===== config.mk =====
export PLATFORM = sky130hd
export DESIGN_NAME = mem_arbiter_unit_flat
export DESIGN_NICKNAME = d
export VERILOG_FILES = /design/src/rtl/mem_arbiter_unit_if.sv /design/src/rtl/mem_arbiter_unit.sv /design/src/flat_wrapper.sv
export SDC_FILE = /design/constraint.sdc
export NUM_CORES = 1
export LEC_CHECK = 0
export CAP_MARGIN = 25
export CORE_MARGIN = 4
export CORE_UTILIZATION = 28
export DETAILED_ROUTE_END_ITERATION = 8
export RECOVER_POWER = 25
export SLEW_MARGIN = 10
export SYNTH_ARGS = -nofsm -noshare
export SYNTH_HDL_FRONTEND = slang
export SYNTH_SLANG_ARGS = --single-unit

===== constraint.sdc =====
create_clock -name MAU_Clk -period 2.8 [get_ports MAU_Clk]
set_input_delay 0.7 -clock MAU_Clk [delete_from_list [all_inputs] [get_ports MAU_Clk]]
set_output_delay 0.7 -clock MAU_Clk [all_outputs]
set_load 0.1 [all_outputs]

===== src/rtl/mem_arbiter_unit_if.sv =====
// mem_arbiter_unit_if: groups the signals of the shared memory-port arbiter.
//   slave  modport : seen by the arbiter (requests/memory status in, grants/acks out)
//   master modport : seen by the environment (fetch stage, LSU, memory, RCU)
// Signals:
//   MAU_Enable                          arbitration enable from the RCU
//   MAU_If_Req/Addr, MAU_If_Ack/Rdata   instruction-fetch requester
//   MAU_Ls_Req/We/Addr/Wdata/Be,
//   MAU_Ls_Ack/Rdata                    load/store requester
//   MAU_Mem_Req/We/Addr/Wdata/Be,
//   MAU_Mem_Rdata/Ready                 unified memory port
//   MAU_Stall                           PC hold for the fetch stage
//   MAU_Err                             sticky memory-timeout flag (only with MAU_TIMEOUT_EN)
interface mem_arbiter_unit_if #(
  parameter int ADDR_W = 32,
  parameter int DATA_W = 32
);
  logic                  MAU_Enable;
  logic                  MAU_If_Req;
  logic [ADDR_W-1:0]     MAU_If_Addr;
  logic                  MAU_If_Ack;
  logic [DATA_W-1:0]     MAU_If_Rdata;
  logic                  MAU_Ls_Req;
  logic                  MAU_Ls_We;
  logic [ADDR_W-1:0]     MAU_Ls_Addr;
  logic [DATA_W-1:0]     MAU_Ls_Wdata;
  logic [DATA_W/8-1:0]   MAU_Ls_Be;
  logic                  MAU_Ls_Ack;
  logic [DATA_W-1:0]     MAU_Ls_Rdata;
  logic                  MAU_Mem_Req;
  logic                  MAU_Mem_We;
  logic [ADDR_W-1:0]     MAU_Mem_Addr;
  logic [DATA_W-1:0]     MAU_Mem_Wdata;
  logic [DATA_W/8-1:0]   MAU_Mem_Be;
  logic [DATA_W-1:0]     MAU_Mem_Rdata;
  logic                  MAU_Mem_Ready;
  logic                  MAU_Stall;
`ifdef MAU_TIMEOUT_EN
  logic                  MAU_Err;
`endif

  modport slave (
`ifdef MAU_TIMEOUT_EN
    output MAU_Err,
`endif
    input  MAU_Enable,
    input  MAU_If_Req, MAU_If_Addr,
    output MAU_If_Ack, MAU_If_Rdata,
    input  MAU_Ls_Req, MAU_Ls_We, MAU_Ls_Addr, MAU_Ls_Wdata, MAU_Ls_Be,
    output MAU_Ls_Ack, MAU_Ls_Rdata,
    output MAU_Mem_Req, MAU_Mem_We, MAU_Mem_Addr, MAU_Mem_Wdata, MAU_Mem_Be,
    input  MAU_Mem_Rdata, MAU_Mem_Ready,
    output MAU_Stall
  );

  modport master (
`ifdef MAU_TIMEOUT_EN
    input  MAU_Err,
`endif
    output MAU_Enable,
    output MAU_If_Req, MAU_If_Addr,
    input  MAU_If_Ack, MAU_If_Rdata,
    output MAU_Ls_Req, MAU_Ls_We, MAU_Ls_Addr, MAU_Ls_Wdata, MAU_Ls_Be,
    input  MAU_Ls_Ack, MAU_Ls_Rdata,
    input  MAU_Mem_Req, MAU_Mem_We, MAU_Mem_Addr, MAU_Mem_Wdata, MAU_Mem_Be,
    output MAU_Mem_Rdata, MAU_Mem_Ready,
    input  MAU_Stall
  );
endinterface


===== src/rtl/mem_arbiter_unit.sv =====
// mem_arbiter_unit: arbitrates one shared memory port between instruction
// fetch (IF) and load/store (LS). LS has fixed priority, but after
// MAX_LS_STREAK consecutive LS grants while IF waits, IF wins one round.
// Each transaction is IDLE -> BUSY_x -> RESP (Ack pulse) -> IDLE.
// Ports:
//   MAU_Clk    rising-edge clock
//   MAU_Reset  asynchronous active-low reset
//   bus        mem_arbiter_unit_if.slave (requesters, memory port, stall, err)
// Optional feature: define MAU_TIMEOUT_EN to abort a BUSY phase after
// TIMEOUT_CYC cycles without MAU_Mem_Ready (Ack with zero data, sticky MAU_Err).
module mem_arbiter_unit #(
  parameter int ADDR_W        = 32,
  parameter int DATA_W        = 32,
  parameter int MAX_LS_STREAK = 4,
  parameter int TIMEOUT_CYC   = 64
) (
  input  logic              MAU_Clk,
  input  logic              MAU_Reset,
  mem_arbiter_unit_if.slave bus
);
  localparam int BE_W = DATA_W / 8;
  localparam int SW   = $clog2(MAX_LS_STREAK + 1);

  if (MAX_LS_STREAK < 1 || TIMEOUT_CYC < 1) begin : g_bad_param
    $error("mem_arbiter_unit: MAX_LS_STREAK and TIMEOUT_CYC must be >= 1");
  end

  typedef enum logic [1:0] {
    ST_IDLE    = 2'd0,
    ST_BUSY_IF = 2'd1,
    ST_BUSY_LS = 2'd2,
    ST_RESP    = 2'd3
  } state_t;

  state_t              r_state;
  state_t              w_state_nxt;
  logic [SW-1:0]       r_streak;
  logic                r_mem_req;
  logic                r_mem_we;
  logic [ADDR_W-1:0]   r_mem_addr;
  logic [DATA_W-1:0]   r_mem_wdata;
  logic [BE_W-1:0]     r_mem_be;
  logic                r_if_ack;
  logic                r_ls_ack;
  logic [DATA_W-1:0]   r_if_rdata;
  logic [DATA_W-1:0]   r_ls_rdata;
  logic                w_grant_ls;
  logic                w_grant_if;
  logic                w_done;
  logic                w_to_fire;
  logic                w_to_hit;
  logic                w_streak_full;

  // IF is owed a turn once LS has won MAX_LS_STREAK times in a row while IF waited.
  assign w_streak_full = (r_streak == SW'(MAX_LS_STREAK));

`ifdef MAU_TIMEOUT_EN
  localparam int TW = $clog2(TIMEOUT_CYC + 1);
  logic [TW-1:0] r_to_cnt;
  logic          r_err;

  // Counter value TIMEOUT_CYC-1 marks the last BUSY cycle allowed.
  assign w_to_hit = (r_to_cnt == TW'(TIMEOUT_CYC - 1));

  // Timeout counter runs while BUSY; error flag is sticky until reset.
  always_ff @(posedge MAU_Clk or negedge MAU_Reset) begin
    if (!MAU_Reset) begin
      r_to_cnt <= {TW{1'b0}};
      r_err    <= 1'b0;
    end else begin
      if ((r_state == ST_BUSY_IF || r_state == ST_BUSY_LS) && !bus.MAU_Mem_Ready) begin
        r_to_cnt <= r_to_cnt + TW'(1);
      end else begin
        r_to_cnt <= {TW{1'b0}};
      end
      if (w_to_fire) begin
        r_err <= 1'b1;
      end
    end
  end

  assign bus.MAU_Err = r_err;
`else
  assign w_to_hit = 1'b0;
`endif

  // FSM state register.
  always_ff @(posedge MAU_Clk or negedge MAU_Reset) begin
    if (!MAU_Reset) begin
      r_state <= ST_IDLE;
    end else begin
      r_state <= w_state_nxt;
    end
  end

  // Next-state, grant and completion decode.
  always_comb begin
    w_state_nxt = r_state;
    w_grant_ls  = 1'b0;
    w_grant_if  = 1'b0;
    w_done      = 1'b0;
    w_to_fire   = 1'b0;
    case (r_state)
      ST_IDLE: begin
        if (bus.MAU_Enable && bus.MAU_Ls_Req && !(bus.MAU_If_Req && w_streak_full)) begin
          w_grant_ls  = 1'b1;
          w_state_nxt = ST_BUSY_LS;
        end else if (bus.MAU_Enable && bus.MAU_If_Req) begin
          w_grant_if  = 1'b1;
          w_state_nxt = ST_BUSY_IF;
        end else begin
          w_state_nxt = ST_IDLE;
        end
      end
      ST_BUSY_IF, ST_BUSY_LS: begin
        if (bus.MAU_Mem_Ready) begin
          w_done      = 1'b1;
          w_state_nxt = ST_RESP;
        end else if (w_to_hit) begin
          w_to_fire   = 1'b1;
          w_state_nxt = ST_RESP;
        end else begin
          w_state_nxt = r_state;
        end
      end
      ST_RESP: w_state_nxt = ST_IDLE;
      default: w_state_nxt = ST_IDLE;
    endcase
  end

  // Memory payload capture, streak tracking, response data and Ack pulses.
  always_ff @(posedge MAU_Clk or negedge MAU_Reset) begin
    if (!MAU_Reset) begin
      r_streak    <= {SW{1'b0}};
      r_mem_req   <= 1'b0;
      r_mem_we    <= 1'b0;
      r_mem_addr  <= {ADDR_W{1'b0}};
      r_mem_wdata <= {DATA_W{1'b0}};
      r_mem_be    <= {BE_W{1'b0}};
      r_if_ack    <= 1'b0;
      r_ls_ack    <= 1'b0;
      r_if_rdata  <= {DATA_W{1'b0}};
      r_ls_rdata  <= {DATA_W{1'b0}};
    end else begin
      r_if_ack <= 1'b0;
      r_ls_ack <= 1'b0;
      if (w_grant_ls) begin
        r_mem_req   <= 1'b1;
        r_mem_we    <= bus.MAU_Ls_We;
        r_mem_addr  <= bus.MAU_Ls_Addr;
        r_mem_wdata <= bus.MAU_Ls_Wdata;
        r_mem_be    <= bus.MAU_Ls_Be;
        // Streak only grows while IF is actually being made to wait.
        if (!bus.MAU_If_Req) begin
          r_streak <= {SW{1'b0}};
        end else if (!w_streak_full) begin
          r_streak <= r_streak + SW'(1);
        end
      end else if (w_grant_if) begin
        r_mem_req   <= 1'b1;
        r_mem_we    <= 1'b0;
        r_mem_addr  <= bus.MAU_If_Addr;
        r_mem_wdata <= {DATA_W{1'b0}};
        r_mem_be    <= {BE_W{1'b1}};
        r_streak    <= {SW{1'b0}};
      end else if (w_done || w_to_fire) begin
        r_mem_req <= 1'b0;
        // A timed-out access returns zero data to its owner.
        if (r_state == ST_BUSY_IF) begin
          r_if_ack   <= 1'b1;
          r_if_rdata <= w_done ? bus.MAU_Mem_Rdata : {DATA_W{1'b0}};
        end else begin
          r_ls_ack <= 1'b1;
          if (!r_mem_we) begin
            r_ls_rdata <= w_done ? bus.MAU_Mem_Rdata : {DATA_W{1'b0}};
          end
        end
      end
    end
  end

  assign bus.MAU_Mem_Req   = r_mem_req;
  assign bus.MAU_Mem_We    = r_mem_we;
  assign bus.MAU_Mem_Addr  = r_mem_addr;
  assign bus.MAU_Mem_Wdata = r_mem_wdata;
  assign bus.MAU_Mem_Be    = r_mem_be;
  assign bus.MAU_If_Ack    = r_if_ack;
  assign bus.MAU_Ls_Ack    = r_ls_ack;
  assign bus.MAU_If_Rdata  = r_if_rdata;
  assign bus.MAU_Ls_Rdata  = r_ls_rdata;
  // PC hold: fetch pending and not completing this cycle.
  assign bus.MAU_Stall     = bus.MAU_If_Req & ~r_if_ack;
endmodule


===== src/flat_wrapper.sv =====
// flat-port wrapper written by rule: the top's interface ports become plain ports
module mem_arbiter_unit_flat 
#(
  parameter int ADDR_W        = 32,
  parameter int DATA_W        = 32,
  parameter int MAX_LS_STREAK = 4,
  parameter int TIMEOUT_CYC   = 64
)
  (MAU_Clk, MAU_Reset, bus_MAU_Enable, bus_MAU_If_Req, bus_MAU_If_Addr, bus_MAU_If_Ack, bus_MAU_If_Rdata, bus_MAU_Ls_Req, bus_MAU_Ls_We, bus_MAU_Ls_Addr, bus_MAU_Ls_Wdata, bus_MAU_Ls_Be, bus_MAU_Ls_Ack, bus_MAU_Ls_Rdata, bus_MAU_Mem_Req, bus_MAU_Mem_We, bus_MAU_Mem_Addr, bus_MAU_Mem_Wdata, bus_MAU_Mem_Be, bus_MAU_Mem_Rdata, bus_MAU_Mem_Ready, bus_MAU_Stall);
  mem_arbiter_unit_if #(.ADDR_W(ADDR_W), .DATA_W(DATA_W)) bus_i ();
  input  logic MAU_Clk;
  input  logic MAU_Reset;
  input wire logic [$bits(bus_i.MAU_Enable)-1:0] bus_MAU_Enable;
  input wire logic [$bits(bus_i.MAU_If_Req)-1:0] bus_MAU_If_Req;
  input wire logic [$bits(bus_i.MAU_If_Addr)-1:0] bus_MAU_If_Addr;
  output wire logic [$bits(bus_i.MAU_If_Ack)-1:0] bus_MAU_If_Ack;
  output wire logic [$bits(bus_i.MAU_If_Rdata)-1:0] bus_MAU_If_Rdata;
  input wire logic [$bits(bus_i.MAU_Ls_Req)-1:0] bus_MAU_Ls_Req;
  input wire logic [$bits(bus_i.MAU_Ls_We)-1:0] bus_MAU_Ls_We;
  input wire logic [$bits(bus_i.MAU_Ls_Addr)-1:0] bus_MAU_Ls_Addr;
  input wire logic [$bits(bus_i.MAU_Ls_Wdata)-1:0] bus_MAU_Ls_Wdata;
  input wire logic [$bits(bus_i.MAU_Ls_Be)-1:0] bus_MAU_Ls_Be;
  output wire logic [$bits(bus_i.MAU_Ls_Ack)-1:0] bus_MAU_Ls_Ack;
  output wire logic [$bits(bus_i.MAU_Ls_Rdata)-1:0] bus_MAU_Ls_Rdata;
  output wire logic [$bits(bus_i.MAU_Mem_Req)-1:0] bus_MAU_Mem_Req;
  output wire logic [$bits(bus_i.MAU_Mem_We)-1:0] bus_MAU_Mem_We;
  output wire logic [$bits(bus_i.MAU_Mem_Addr)-1:0] bus_MAU_Mem_Addr;
  output wire logic [$bits(bus_i.MAU_Mem_Wdata)-1:0] bus_MAU_Mem_Wdata;
  output wire logic [$bits(bus_i.MAU_Mem_Be)-1:0] bus_MAU_Mem_Be;
  input wire logic [$bits(bus_i.MAU_Mem_Rdata)-1:0] bus_MAU_Mem_Rdata;
  input wire logic [$bits(bus_i.MAU_Mem_Ready)-1:0] bus_MAU_Mem_Ready;
  output wire logic [$bits(bus_i.MAU_Stall)-1:0] bus_MAU_Stall;
  assign bus_i.MAU_Enable = bus_MAU_Enable;
  assign bus_i.MAU_If_Req = bus_MAU_If_Req;
  assign bus_i.MAU_If_Addr = bus_MAU_If_Addr;
  assign bus_MAU_If_Ack = bus_i.MAU_If_Ack;
  assign bus_MAU_If_Rdata = bus_i.MAU_If_Rdata;
  assign bus_i.MAU_Ls_Req = bus_MAU_Ls_Req;
  assign bus_i.MAU_Ls_We = bus_MAU_Ls_We;
  assign bus_i.MAU_Ls_Addr = bus_MAU_Ls_Addr;
  assign bus_i.MAU_Ls_Wdata = bus_MAU_Ls_Wdata;
  assign bus_i.MAU_Ls_Be = bus_MAU_Ls_Be;
  assign bus_MAU_Ls_Ack = bus_i.MAU_Ls_Ack;
  assign bus_MAU_Ls_Rdata = bus_i.MAU_Ls_Rdata;
  assign bus_MAU_Mem_Req = bus_i.MAU_Mem_Req;
  assign bus_MAU_Mem_We = bus_i.MAU_Mem_We;
  assign bus_MAU_Mem_Addr = bus_i.MAU_Mem_Addr;
  assign bus_MAU_Mem_Wdata = bus_i.MAU_Mem_Wdata;
  assign bus_MAU_Mem_Be = bus_i.MAU_Mem_Be;
  assign bus_i.MAU_Mem_Rdata = bus_MAU_Mem_Rdata;
  assign bus_i.MAU_Mem_Ready = bus_MAU_Mem_Ready;
  assign bus_MAU_Stall = bus_i.MAU_Stall;
  mem_arbiter_unit #(.ADDR_W(ADDR_W), .DATA_W(DATA_W), .MAX_LS_STREAK(MAX_LS_STREAK), .TIMEOUT_CYC(TIMEOUT_CYC)) u_core (.MAU_Clk(MAU_Clk), .MAU_Reset(MAU_Reset), .bus(bus_i));
endmodule

==> impl_metrics.tcl <==
set metrics [dict create \
    crit_arrival_ps 1740 \
    synth_area_per_cell_um2 13.2 \
    numCtsBuffers 17 \
    clock_sinks 141 \
    diodes 0 \
    yosys.area.top_type_share 0.606 \
    netlist_instances 442 \
    hold_viol_final 0 \
    clock_latency_ps 420 \
    grt_max_degree 68 \
    hold_buffers 0 \
    synth-seq-cells 141 \
    ys_types 30 \
    grt.total_usage 0.149 \
    postLayoutCoreUtil 0.453 \
    drv_cap 1 \
    cp_max_fo 7 \
    status "complete, but fails checks" \
    grt_pass1_wl_um 27900 \
    htree_num_levels 4 \
    drcViolationCount 0 \
    postRouteWirelength_um 17500 \
    setup_viol 0 \
    place_hpwl_um 13000 \
    initial_utilization 0.286 \
    clock_skew_ps 7.50 \
    fin_crit_ps 2440 \
    seq_area_frac_synth 0.606 \
    final-max-slew-violation-count 67 \
    synth_nets 586 \
    tightest_slew_ps 1710 \
    syn_to_final_growth_pct 58.2 \
    vias_per_cell 4.61 \
    coreArea_um2 20400 \
    cts.clk_slew.worst_paths_ps 60 \
    fin_nets 862 \
    cts_tree "yes" \
    grt_pass1_vias 4982 \
    num_io_pins 276 \
    synth.largest_area_cell "dfrtp_1" \
    postCtsResizedCells 0 \
    path_class "in2out" \
    fillers 1886 \
    drt_iter0_markers 181 \
    hold_path_class "reg2reg" \
    die_h_um 152 \
    wl_per_cell_um 17.4 \
    crit_required_ps 2100 \
    drt_pass1_iterations 4 \
    post-cts-setup-buffer-count 0 \
    fin_tns_setup_ps 0 \
    yosysMostFrequentCell "dfrtp_1" \
    buffer_ports.inserted 275 \
    fmax_mhz 410 \
    antenna_found_initial 0 \
    die-area_um2 23200 \
    syn_area_um2 5830 \
    finalCritPeriodShare 0.870 \
    synthTopCellsByCount "dfrtp_1 (141), o211ai_1 (65), inv_1 (38)" \
    grt.overflow.total 0 \
    root_buffer "clkbuf_16" \
    maxSlewHeadroom -0.139 \
    synthTopCellsByArea "dfrtp_1 (61%), o211ai_1 (8.4%), mux2_4 (7.7%)" \
    ant_nets 0 \
    ys.flop_type "dfrtp_1" \
    cp-end-kind "primary output" \
    drive_above_1_share 0.346 \
    dr_total_vias 4614 \
    start_kind "input pin" \
    finalWeightedCongestion 0.770 \
    synth_edf_count 0 \
    yosysWarnings 0 \
    rsz0062_at_grt "no" \
    async_flop_share 1.00 \
    violations "max-capacitance violations, max-slew violations" \
    die_w_um 152 \
    std_cell_rows 52 \
    clock_path_buffers 2 \
]
[layer usage]
layer	vias up	global-route usage	part of all wire
met3	13	0.0622	0.081
met2	196	0.241	0.49
met5	-	0	0
met4	0	0.0390	0.011
met1	2257	0.186	0.42
li1	2148	-	-
[registers in the layout, summed over array words and instances, names as in the netlist, 2 cells and up]
| register | flops |
|---|---|
| u_core.bus.MAU_If_Rdata | 32 |
| u_core.bus.MAU_Ls_Rdata | 32 |
| u_core.bus.MAU_Mem_Addr | 32 |
| u_core.bus.MAU_Mem_Wdata | 32 |
| u_core.bus.MAU_Mem_Be | 4 |
| u_core.r_streak | 3 |
| u_core.r_state | 2 |
[area by class of cell]
class / count / area [um2] / share of cell area
clock buffers: 17 / 425 / 0.0462
flip-flops and latches: 141 / 3530 / 0.383
well taps: 270 / 338 / 0.0367
repair buffers: 290 / 2590 / 0.281
multi-input cells: 230 / 2010 / 0.218
inverters: 38 / 143 / 0.0155
clock inverters: 15 / 186 / 0.0202
[worst max-delay path, cell delays in order]
cell,delay (ps)
clkdlybuf4s50_1,490
buf_4,150
nor2b_2,200
buf_12,190
[through the flow]
stage / setup WS, ps / hold WS [ps] / std cells / instance area, um2
finish: 363 / 482 / 1001 / 9220
global route: 278 / 511 / 1001 / 9220
CTS: 356 / 286 / 1001 / 9230
detailed placement: 79.6 / 467 / 969 / 8610
global placement: 92.8 / 481 / 969 / 8610
floorplan: 412 / 404 / 442 / 5830
[logic make-up after synthesis]
kind of cell | share of synthesized area
AOI/OAI and AO/OA | 0.152
adders and majority gates | 0.0107
buffers and inverters | 0.0511
DFF | 0.606
muxes | 0.143
and+or+nand+nor | 0.0374
[path summary, 6_finish.rpt]
check	end	slack, ps	start	cells after the start
min in group asynchronous	u_core.bus.MAU_Mem_Wdata[18]	720	MAU_Reset	1
max in group asynchronous	u_core.bus.MAU_Mem_Wdata[15]	730	MAU_Reset	2
min reg2reg	u_core.bus.MAU_Mem_Req	480	u_core.bus.MAU_Mem_Req	2
max	bus_MAU_Stall	360	bus_MAU_If_Req	4
max reg2reg	u_core.bus.MAU_Ls_Rdata[13]	660	u_core.r_state[0]	6
min	u_core.bus.MAU_Mem_Req	480	u_core.bus.MAU_Mem_Req	2
[cells in the final DEF, fill, tap and decap left out, types with 2 or more instances in the layout]
cell,count
buf_4,145
dfrtp_1,141
clkdlybuf4s50_1,137
o211ai_1,65
inv_1,38
nand2_1,37
mux2_2,34
a22o_1,33
mux2_4,30
clkbuf_16,17
o22a_1,6
buf_12,6
ha_1,5
clkinv_4,3
clkinvlp_4,3
inv_6,3
bufinv_16,3
nand3_1,2
clkinv_2,2
Power is left out: the tool's default activity adds up to more than one toggle a clock period on the data nets, which glitch-free logic cannot reach.
